--- config.mk ---
export PLATFORM = sky130hd
export DESIGN_NAME = audio_meter_ctrl_flat
export DESIGN_NICKNAME = d
export VERILOG_FILES = /design/src/rtl/audio_meter_ctrl_if.sv /design/src/rtl/audio_meter_ctrl.sv /design/src/flat_wrapper.sv
export SDC_FILE = /design/constraint.sdc
export NUM_CORES = 1
export LEC_CHECK = 0
export CORE_MARGIN = 3
export CORE_UTILIZATION = 45
export CTS_BUF_LIST = sky130_fd_sc_hd__clkbuf_8
export CTS_CLUSTER_DIAMETER = 40
export DETAILED_ROUTE_END_ITERATION = 10
export PLACE_DENSITY = 0.7
export SLEW_MARGIN = 20
export SYNTH_ARGS = -nofsm -noshare
export SYNTH_HDL_FRONTEND = slang
export SYNTH_SLANG_ARGS = --single-unit
export TNS_END_PERCENT = 100
--- constraint.sdc ---
create_clock -name CLK -period 3.5 [get_ports CLK]
set_input_delay 0.35 -clock CLK [delete_from_list [all_inputs] [get_ports CLK]]
set_output_delay 0.35 -clock CLK [all_outputs]
set_load 0.005 [all_outputs]
--- src/rtl/audio_meter_ctrl_if.sv ---
// Sample stream from the audio capture block into the volume meter.
interface audio_meter_ctrl_if;
  logic [11:0] sample;
  logic        sample_valid;

  modport master (output sample, output sample_valid);
  modport slave  (input sample, input sample_valid);
endinterface

--- src/rtl/audio_meter_ctrl.sv ---
// Microphone volume meter: windowed peak -> 0..15 level, LED bar and 4-digit scan.
// Optional peak-hold decay of the displayed level when AUDIO_METER_HOLD_EN is defined.
module audio_meter_ctrl #(
  parameter int WINDOW_SAMPLES = 10000,
  parameter int REFRESH_DIV    = 100000,
  parameter int NOISE_FLOOR    = 2175
) (
  input  logic              CLK,
  input  logic              reset,
  audio_meter_ctrl_if.slave audio,
  output logic [3:0]        level,
  output logic              level_valid,
  output logic [15:0]       LED,
  output logic [6:0]        SEG,
  output logic [3:0]        AN,
  output logic              DP
);

  localparam int WW = (WINDOW_SAMPLES > 1) ? $clog2(WINDOW_SAMPLES) : 1;
  localparam int RW = (REFRESH_DIV > 1) ? $clog2(REFRESH_DIV) : 1;
  localparam logic [WW-1:0] WLAST = WW'(WINDOW_SAMPLES - 1);
  localparam logic [RW-1:0] RLAST = RW'(REFRESH_DIV - 1);
  localparam logic [11:0]   FLOOR = 12'(NOISE_FLOOR);

  typedef enum logic {IDLE, ACCUM} state_t;

  state_t        state;
  state_t        state_next;
  logic [WW-1:0] wcnt;
  logic [11:0]   peak;
  logic [11:0]   peak_new;
  logic          closing;
  logic [3:0]    win_level;
  logic [3:0]    level_next;
  logic [RW-1:0] rcnt;
  logic [1:0]    slot;
  logic [3:0]    units;
  logic [3:0]    an_next;
  logic [6:0]    seg_next;

  function automatic logic [3:0] map_level(input logic [11:0] p);
    logic [11:0] d;
    d = (p - FLOOR - 12'd1) >> 7;
    if (p <= FLOOR)
      return 4'd0;
    else if (d >= 12'd15)
      return 4'd15;
    else
      return d[3:0] + 4'd1;
  endfunction

  function automatic logic [6:0] seg_code(input logic [3:0] digit);
    case (digit)
      4'd0:    return 7'b1000000;
      4'd1:    return 7'b1111001;
      4'd2:    return 7'b0100100;
      4'd3:    return 7'b0110000;
      4'd4:    return 7'b0011001;
      4'd5:    return 7'b0010010;
      4'd6:    return 7'b0000010;
      4'd7:    return 7'b1111000;
      4'd8:    return 7'b0000000;
      4'd9:    return 7'b0010000;
      default: return 7'b1111111;
    endcase
  endfunction

  always_ff @(posedge CLK) begin
    if (reset)
      state <= IDLE;
    else
      state <= state_next;
  end

  always_comb begin
    state_next = state;
    case (state)
      IDLE:    if (audio.sample_valid) state_next = ACCUM;
      ACCUM:   state_next = ACCUM;
      default: state_next = IDLE;
    endcase
  end

  // The closing sample still counts toward the window it closes.
  always_comb begin
    peak_new  = (audio.sample > peak) ? audio.sample : peak;
    closing   = audio.sample_valid && (wcnt == WLAST);
    win_level = map_level(peak_new);
`ifdef AUDIO_METER_HOLD_EN
    level_next = (win_level >= level) ? win_level : level - 4'd1;
`else
    level_next = win_level;
`endif
  end

  always_ff @(posedge CLK) begin
    if (reset) begin
      wcnt        <= '0;
      peak        <= '0;
      level       <= 4'd0;
      level_valid <= 1'b0;
    end else begin
      level_valid <= 1'b0;
      if (audio.sample_valid) begin
        if (closing) begin
          wcnt        <= '0;
          peak        <= '0;
          level       <= level_next;
          level_valid <= 1'b1;
        end else begin
          wcnt <= wcnt + WW'(1);
          peak <= peak_new;
        end
      end
    end
  end

  always_comb begin
    LED = '0;
    for (int i = 0; i < 16; i++)
      LED[i] = (4'(i) <= level);
  end

  // Leading tens digit is blanked below 10; slots 2 and 3 are always dark.
  always_comb begin
    units    = (level >= 4'd10) ? level - 4'd10 : level;
    an_next  = 4'b1111;
    seg_next = 7'b1111111;
    case (slot)
      2'd0: begin
        an_next  = 4'b1110;
        seg_next = seg_code(units);
      end
      2'd1: begin
        if (level >= 4'd10) begin
          an_next  = 4'b1101;
          seg_next = seg_code(4'd1);
        end
      end
      default: begin
        an_next  = 4'b1111;
        seg_next = 7'b1111111;
      end
    endcase
  end

  always_ff @(posedge CLK) begin
    if (reset) begin
      rcnt <= '0;
      slot <= 2'd0;
      AN   <= 4'b1111;
      SEG  <= 7'b1111111;
    end else begin
      if (rcnt == RLAST) begin
        rcnt <= '0;
        slot <= slot + 2'd1;
      end else begin
        rcnt <= rcnt + RW'(1);
      end
      AN  <= an_next;
      SEG <= seg_next;
    end
  end

  assign DP = 1'b1;

endmodule

--- src/flat_wrapper.sv ---
// flat-port wrapper written by rule: the top's interface ports become plain ports
module audio_meter_ctrl_flat 
#(
  parameter int WINDOW_SAMPLES = 10000,
  parameter int REFRESH_DIV    = 100000,
  parameter int NOISE_FLOOR    = 2175
)
  (CLK, reset, level, level_valid, LED, SEG, AN, DP, audio_sample, audio_sample_valid);
  audio_meter_ctrl_if audio_i ();
  input  logic CLK;
  input  logic reset;
  output logic [3:0] level;
  output logic level_valid;
  output logic [15:0] LED;
  output logic [6:0] SEG;
  output logic [3:0] AN;
  output logic DP;
  input wire logic [$bits(audio_i.sample)-1:0] audio_sample;
  input wire logic [$bits(audio_i.sample_valid)-1:0] audio_sample_valid;
  assign audio_i.sample = audio_sample;
  assign audio_i.sample_valid = audio_sample_valid;
  audio_meter_ctrl #(.WINDOW_SAMPLES(WINDOW_SAMPLES), .REFRESH_DIV(REFRESH_DIV), .NOISE_FLOOR(NOISE_FLOOR)) u_core (.CLK(CLK), .reset(reset), .audio(audio_i), .level(level), .level_valid(level_valid), .LED(LED), .SEG(SEG), .AN(AN), .DP(DP));
endmodule
==> results.md, run 1 <==
- The worst register-to-register path has a setup slack of 160 ps.
- For this run the aggregate overflow at the end of global routing stands at 0.
- The cell area after layout is 4347 um2.
- The synthesized design contains 0 enable-type register cells.
- By count the netlist is led by 75 x nor2_1, 59 x dfxtp_1, 31 x nand2_1.
- The DRC violations left is 0.
- The largest individual stage delay along the critical path comes from the cell or4b_1.
- Of the total synthesized cell area, the portion taken by full adders, half adders and majority gates is 0.1060.
- The number of slew-limit violations in the final report was 0.
- The cell type with the highest occurrence count on the critical path is ha_2.
- The number of buffers created by CTS is 9.
- Summing every instance area after synthesis gives 3425 um2.
- The floorplan step set the die width to 93.24 um.
- The delay of the slowest critical-path stage is 500 ps.
- The number of buffers inserted by port buffering is 43.
- The cell class contributing the biggest share of worst-path delay is simple AND/OR/NAND/NOR gates.
- The worst-case setup slack after placement is -286.6 ps.
- The endpoint arrival time on the critical path is 3560 ps.
- The critical path is of the in -> reg type.
- The cell row count is 31.
- The cell type with the largest total area after synthesis is dfxtp_1.
- In this run the number of cells on the critical path is 16.
- By area, the combinational part of the netlist is dominated by simple AND/OR/NAND/NOR gates.
- The critical path startpoint category is a primary input.
- The worst register-to-register path begins at u_core.peak[1].
- Of the total synthesized cell area, the portion taken by AND, OR, NAND and NOR gates is 0.2547.
- The number of distinct library cells after synthesis is 55.
- The number of buffers added to fix hold violations after cts is 0.
- The fraction of synthesized area in multiplexers is 0.02923.
- CTS built an H-tree with a depth of 3.
- The critical path capture point type is a flop.
- The final layout contains routed wiring with a total length of 7395 um.
- The number of cells on the worst reg-to-reg path is 15.
- The number of cells on the worst hold path is 3.
- The maximum vdd drop is 0.2182 mV.
- In the final routed layout, each cell accounts on average for 12.60 um.
- The die is 93.24 um tall.
- Summed over all nets, the half-perimeter wirelength after detailed placement is 5594 um.
- Clock skew on the completed layout was measured at 6.669 ps.
- The path class of the tightest hold or removal check is in -> reg.
- Setup violations remaining at the end of the flow were counted as 0.
- The total global routing track utilization is 0.1780.
- The latest clock arrival within the worst-skew pair is 340 ps.
- The worst path meets setup with 147.0 ps of slack.
- The share of the Yosys chip area taken by registers is 0.3449.
- The area share of the leading cell type in the synthesized netlist is 0.3449.
- The routability-driven placement congestion ratio is 0.9201.
- The xor-xnor portion of the synthesized cell area is 0.07161.
- The detailed-route vias per instance is 5.235.
- The antenna diode count is 0.
- For the pin with the worst max-slew slack, the measured transition is 551.7 ps.
- For this run, asynchronously set or reset flops after synthesis account for 0.
- The final hold violation count is 0.
- The number of sinks driven by the clock tree is 59.
- For the finished layout, the period the worst path requires is 3353 ps.
- TritonCTS built the clock tree.
- Clock-pin slew was measured on the worst setup and hold paths at 70 ps.
- The area growth from synthesis to layout is 26.93%.
- The final cycle utilization of the critical path is 0.9580.
- Leaving out filler cells and counting taps, the final layout contains 587.
- 48 I/O pins were placed.
- The net total in the final layout is 527.
- The flow ran to the end, and the final reports show no timing, DRC or antenna violations.
- The reg-to-reg critical path endpoint is u_core.level[2].
- The initial antenna violation count is 0.
- The compound-gate portion of the synthesized area is 0.1436.
- The required arrival time at the worst endpoint is 3710 ps.
- In this run the deepest clock path goes through 2 buffers.
- The biggest fanout along the worst timing path is 4.
- Power spread over the standard cell area amounts to 370.9 nW/um2.
- Traced cell by cell, the critical path runs through clkdlybuf4s50_1 -> inv_1 -> ha_2 -> nor2b_4 -> o211ai_1 -> a211o_4 -> a31oi_4 -> mux2i_2 -> ha_2 -> nand2b_1 -> or4b_1 -> o311a_1 -> nand3_2 -> mux2i_1 -> nor2b_2 -> o22ai_1.
- Final hold analysis gives a worst-case slack of 318.3 ps.
- A synthesized cell averages 8.292 um2.
- The number of placed instances, taps included is 568.
- Of the cells placed in the final design, the portion with a size suffix greater than 1 is 0.1291.
- Summed over all cells, the static leakage comes to 1.760 nW.
- The worst setup path endpoint is u_core.level[2].
- The number of standard cells after synthesis is 413.
- Headroom to the max-slew limit came out at 0.6322.
- The Yosys step of the flow raised 0 warnings.
- The start point of the critical path is audio_sample[0].
- Among all flip-flop cells after synthesis, the most frequent one is dfxtp_1.
- The largest net degree at the start of global routing is 18.
- The number of synthesized register bits is 59.
- The starting utilization of the core area is 0.4671.
- The count of nets left with antenna violations once routing finished came out at 0.
- The maximum clock rate is 298.2 MHz.
- For this block, the via count after detailed routing is 3073.
- Yosys attributes the largest share of cell area to dfxtp_1 34%, ha_1 11%, nor2_1 8.2%.
- The die covers 8693 um2.
- The number of fillers in the final layout is 658.
- After detailed placement, the total cell area comes to 4096 um2.
- The number of global-route vias before repair is 2875.
- The wire length of the first global-routing pass is 12630 um.
- The first detailed-routing pass ran for 4 iterations.
- The leading cell type by number of instances after synthesis is nor2_1.
- The beginning of the worst hold path is audio_sample[1].
- The number of maximum-capacitance constraint violations is 0.
- The tree is rooted in a clkbuf_8.
- The initial detailed-routing violation count is 93.
- The placeable core area is 7331 um2.
- Counting both buffers and inverters, the worst setup path holds a total of 2.
## cells in the final DEF (no fill, tap or decap), types with 4 or more instances in the layout
cell	n
and3_1	7
a22oi_1	11
buf_4	28
conb_1	4
nand4_1	5
nand2_1	31
clkbuf_8	9
o21ai_1	4
ha_1	27
a21oi_1	22
nor4b_1	4
xnor2_1	10
nor2_1	75
clkdlybuf4s50_1	42
inv_1	21
dfxtp_1	59
xor2_1	18
o22ai_1	5
nand2b_1	6
o21ai_0	10
mux2i_1	9
nand3_1	20
## sequential cells by signal, indices dropped and copies added, names as in the netlist
signal,cells
u_core.AN,2
u_core.SEG,7
u_core.level,4
u_core.level_valid,1
u_core.peak,12
u_core.rcnt,17
u_core.slot,2
u_core.wcnt,14
## area by class of cell
type	instances	area, um2	share of cell area
multi-input combinational	319	2111	0.4856
sequential	59	1181	0.2717
timing repair buffer	71	643.1	0.1480
clock buffer	9	123.9	0.02850
tap	99	123.9	0.02850
inverter	23	86.33	0.01986
clock inverter	7	77.57	0.01785
## worst reg2reg max path: cells and delay by family, from the launching register on
| kind | cells | cell delay [ps] |
|---|---|---|
| fa+ha+maj | 2 | 510 |
| flops | 1 | 330 |
| mux | 2 | 470 |
| simple gates | 5 | 970 |
| compound gates | 5 | 910 |
| buf+inv | 1 | 50 |
## layer usage
layer	vias to the layer above	share of wire	GRT usage	wire length, um
li1	1565	-	-	-
met1	1414	0.47	0.2269	3469
met2	76	0.46	0.2901	3435
met3	18	0.042	0.03862	311
met4	0	0.024	0.07448	179
met5	-	0	0	0
## kinds of logic after synthesis
kind of cell	count (synthesis)
DFF	59
other	1
xor gates and xnor gates	28
adders and majority gates	29
and+or+nand+nor	177
muxes	10
buffers and inverters	38
AOI/OAI and AO/OA	71
## how the worst min path moves through the flow
stage	end	slack, ps
5_1_grt	u_core.peak[1]	350
3_3_place_gp	u_core.rcnt[0]	460
6_report	u_core.peak[1]	320
4_1_cts	u_core.rcnt[0]	490
3_5_place_dp	u_core.rcnt[0]	470
2_1_floorplan	u_core.level_valid	430
## power by group
part	total [mW]	internal [mW]	switching (mW)
Sequential	0.701	0.690	0.0115
Combinational	0.286	0.141	0.144
Clock	0.625	0.333	0.293
Total	1.61	1.16	0.448
## stage by stage
stage	TNS (ps)	total power [mW]	utilization
floorplan	0	0.8937	-
global placement	-366.1	0.9824	0.5588
detailed placement	-733.7	0.9871	0.5588
CTS	0	1.620	0.5863
global route	-18.62	1.693	0.5929
finish	0	1.612	0.5929
## repair_timing
item / CTS / global route
buffers inserted: 0 / 3
endpoints found under the setup margin: 0 / 4
resized for setup: 0 / 8
Note: power is estimated with default switching activity, not from simulation.
==> run 2: changes to the inputs <==
--- a/config.mk
+++ b/config.mk
@@ -8,7 +8,7 @@
 export CORE_MARGIN = 3
 export CORE_UTILIZATION = 45
 export CTS_BUF_LIST = sky130_fd_sc_hd__clkbuf_8
-export CTS_CLUSTER_DIAMETER = 40
+export CTS_CLUSTER_DIAMETER = 150
 export DETAILED_ROUTE_END_ITERATION = 10
 export PLACE_DENSITY = 0.7
 export SLEW_MARGIN = 20
==> results of run 2 <==
No change in the layout: final DEF, timing and power equal those of run 1.
==> run 3: changes to the inputs <==
--- a/config.mk
+++ b/config.mk
@@ -11,6 +11,8 @@
 export CTS_CLUSTER_DIAMETER = 150
 export DETAILED_ROUTE_END_ITERATION = 10
 export PLACE_DENSITY = 0.7
+export RECOVER_POWER = 25
+export SKIP_CTS_REPAIR_TIMING = 1
 export SLEW_MARGIN = 20
 export SYNTH_ARGS = -nofsm -noshare
 export SYNTH_HDL_FRONTEND = slang
==> run 3 against run 2 <==
Effect of this change: clock power is essentially flat; global-route usage is the same; register-to-register slack is essentially flat; wire length grew 0.16%; combinational power is essentially flat; clock skew is essentially flat; clock-buffer cell count is the same; critical path depth is the same; cell area shrank 0.23%; non-clock buffer count is the same; sequential power is essentially flat; critical endpoint unchanged.
==> results.md, run 3 (synthesis results as in run 1) <==
- The first routing iteration left 96 violations.
- Dividing total power by cell area gives a power density of 371.3 nW/um2.
- Wire segments on met3 add up to 310 um in the final route.
- The total global routing track utilization is 0.1780.
- The estimated wirelength of the detail-placed design is 5594 um.
- The number of buffers created by CTS is 9.
- Dividing the detail-routed via count by the number of cells gives 5.240.
- The endpoint arrival time on the critical path is 3560 ps.
- In this run the clock root is driven by a clkbuf_8.
- The initial antenna violation count came to 0.
- In this run the top signal layer used is met4.
- The delay of the slowest critical-path stage is 500 ps.
- The latest clock arrival within the worst-skew pair is 340 ps.
- The worst slew margin relative to its limit is 0.4450.
- From left edge to right edge, the die measures 93.24 um.
- The net total in the final layout is 527.
- The path class of the tightest hold or removal check is in -> reg.
- STA classifies the critical path startpoint as a primary input.
- The wire length of the first global-routing pass is 12630 um.
- Between clock sinks in the finished design, the worst skew comes to 6.687 ps.
- The cell row count is 31.
- STA classifies the critical path endpoint as a flop.
- The number of antenna diodes in the final layout is 0.
- Measured along the y axis, the die boundary spans 93.24 um.
- The leading cell type in the layout, fill and taps excluded is nor2_1.
- The clock transition at the registers of the reported paths is 70 ps.
- The number of slew-limit violations in the final report came to 0.
- The run finished with clean final reports.
- Along the worst path, the maximum fanout reaches 4.
- The setup path with the least slack is of type in -> reg.
- The total die area is 8693 um2.
- The leakage power is 1.774 nW.
- The number of global-route vias before repair is 2875.
- After detailed routing, the number of remaining DRC violations is 0.
- 48 I/O pins were placed.
- After detailed routing, the average wire length per cell comes to 12.62 um.
- The routed length on met2 is 3436 um.
- The cell class contributing the biggest share of worst-path delay is simple AND/OR/NAND/NOR gates.
- Ranked by flip-flop count, first place goes to u_core.rcnt.
- The routed design has 7407 um of wire.
- Overall power consumption after layout is estimated at 1.610 mW.
- For this run the aggregate overflow at the end of global routing stands at 0.
- The final cycle utilization of the critical path is 0.9577.
- The largest registers in the layout are u_core.rcnt x17, u_core.wcnt x14, u_core.peak x12.
- The slowest stage of the critical path belongs to the cell or4b_1.
- The register with the most flip-flops in the layout has 17 of them.
- The count of endpoints failing setup in the final report is 0.
- The required arrival time at the worst endpoint is 3710 ps.
- The count of nets left with antenna violations once routing finished came out at 0.
- The final-layout setup total negative slack is 0 ps.
- The worst path meets setup with 148.1 ps of slack.
- In the final layout, the share of cells above drive strength 1 is 0.1250.
- The TritonCTS clock tree is built.
- The number of sinks driven by the clock tree is 59.
- At the pin with the least slew margin, the transition time is 825.0 ps.
- The worst-case setup slack after placement is -286.6 ps.
- Entering global routing, the biggest net connects 18 pins.
- The critical path goes through clkdlybuf4s50_1 -> inv_1 -> ha_2 -> nor2b_4 -> o211ai_1 -> a211o_4 -> a31oi_4 -> mux2i_2 -> ha_2 -> nand2b_1 -> or4b_1 -> o311a_1 -> nand3_2 -> mux2i_1 -> nor2b_2 -> o22ai_1.
- In this run the number of H-tree levels came out at 3.
- In this run the deepest clock path goes through 2 buffers.
- The maximum vdd drop is 0.2155 mV.
- The final hold violation count is 0.
- The number of maximum-capacitance constraint violations is 0.
- The shortest period the worst path allows is 3352 ps.
- The count of vias placed by the detailed router is 3076.
- The starting utilization of the core area is 0.4671.
- The cell type with the highest occurrence count on the critical path is ha_2.
- The top cell types in the final layout, fill and taps aside, are 75 x nor2_1, 59 x dfxtp_1, 31 x nand2_1.
- The routability-driven placement congestion ratio is 0.9201.
- In the final routing, the length of wire on met1 measures 3481 um.
- Together, buffers and inverters on the worst path number 2.
- Buffers placed on the I/O ports in this run total 43.
- The placeable core area is 7331 um2.
- The iteration count of the initial detailed-routing pass is 4.
- Static timing analysis puts the maximum clock frequency at 298.3 MHz.
- The post-route core utilization is 0.5916.
- Relative to the synthesized area, the layout overhead comes to 26.64%.
run 3: changes by cell type in the layout (fill, tap and decap cells not counted):
cell             delta
clkdlybuf4s50_1    -16
nor4_1              +1
buf_4               -1
clkbuf_1            +1
nor4_2              -1
dlygate4sd3_1      +16
run 3: per-layer routing:
layer	vias to the layer above	GRT usage
met1	1415	0.2269
li1	1565	-
met4	0	0.07448
met3	17	0.03862
met2	79	0.2901
met5	-	0
run 3: final timing paths:
path                                      start               to  slack, ps  cells past startpoint
worst min-delay path            audio_sample[1]   u_core.peak[1]        320                      3
worst min register to register   u_core.rcnt[0]   u_core.rcnt[0]        490                      1
worst max register to register   u_core.peak[1]  u_core.level[2]        160                     15
worst max-delay path            audio_sample[0]  u_core.level[2]        150                     16
run 3: per-stage QoR:
stage / instance area [um2] / instances / hold slack, ps
2_1_floorplan: 3436 / 416 / 434.1
3_3_place_gp: 4096 / 568 / 460.7
3_5_place_dp: 4096 / 568 / 469.7
4_1_cts: 4298 / 584 / 487.0
5_1_grt: 4337 / 587 / 350.9
6_report: 4337 / 587 / 317.3
run 3: area by class of cell:
type                            count  area (um2)
Clock inverter                      7       77.57
Inverter                           23       86.33
Timing Repair Buffer               71       639.4
Clock buffer                        9       123.9
Fill cell                         659        2994
Sequential cell                    59        1181
Tap cell                           99       123.9
Multi-Input combinational cell    319        2105
run 3: where the power goes:
group / internal [mW] / switching [mW] / leakage, nW
clock network: 0.333 / 0.293 / 0.0998
registers: 0.690 / 0.0113 / 0.481
logic: 0.139 / 0.144 / 1.19
run 3: worst reg2reg max path, stage by stage, from the launching register on:
cell      delay (ps)
dfxtp_1          330
inv_1             50
ha_1             300
nor2b_4          140
o211ai_1         130
a211o_4          390
a31oi_4          180
mux2i_2          280
ha_2             210
nand2b_1          70
or4b_1           500
o311a_1          150
nand3_2          110
mux2i_1          190
nor2b_2          150
o22ai_1           60
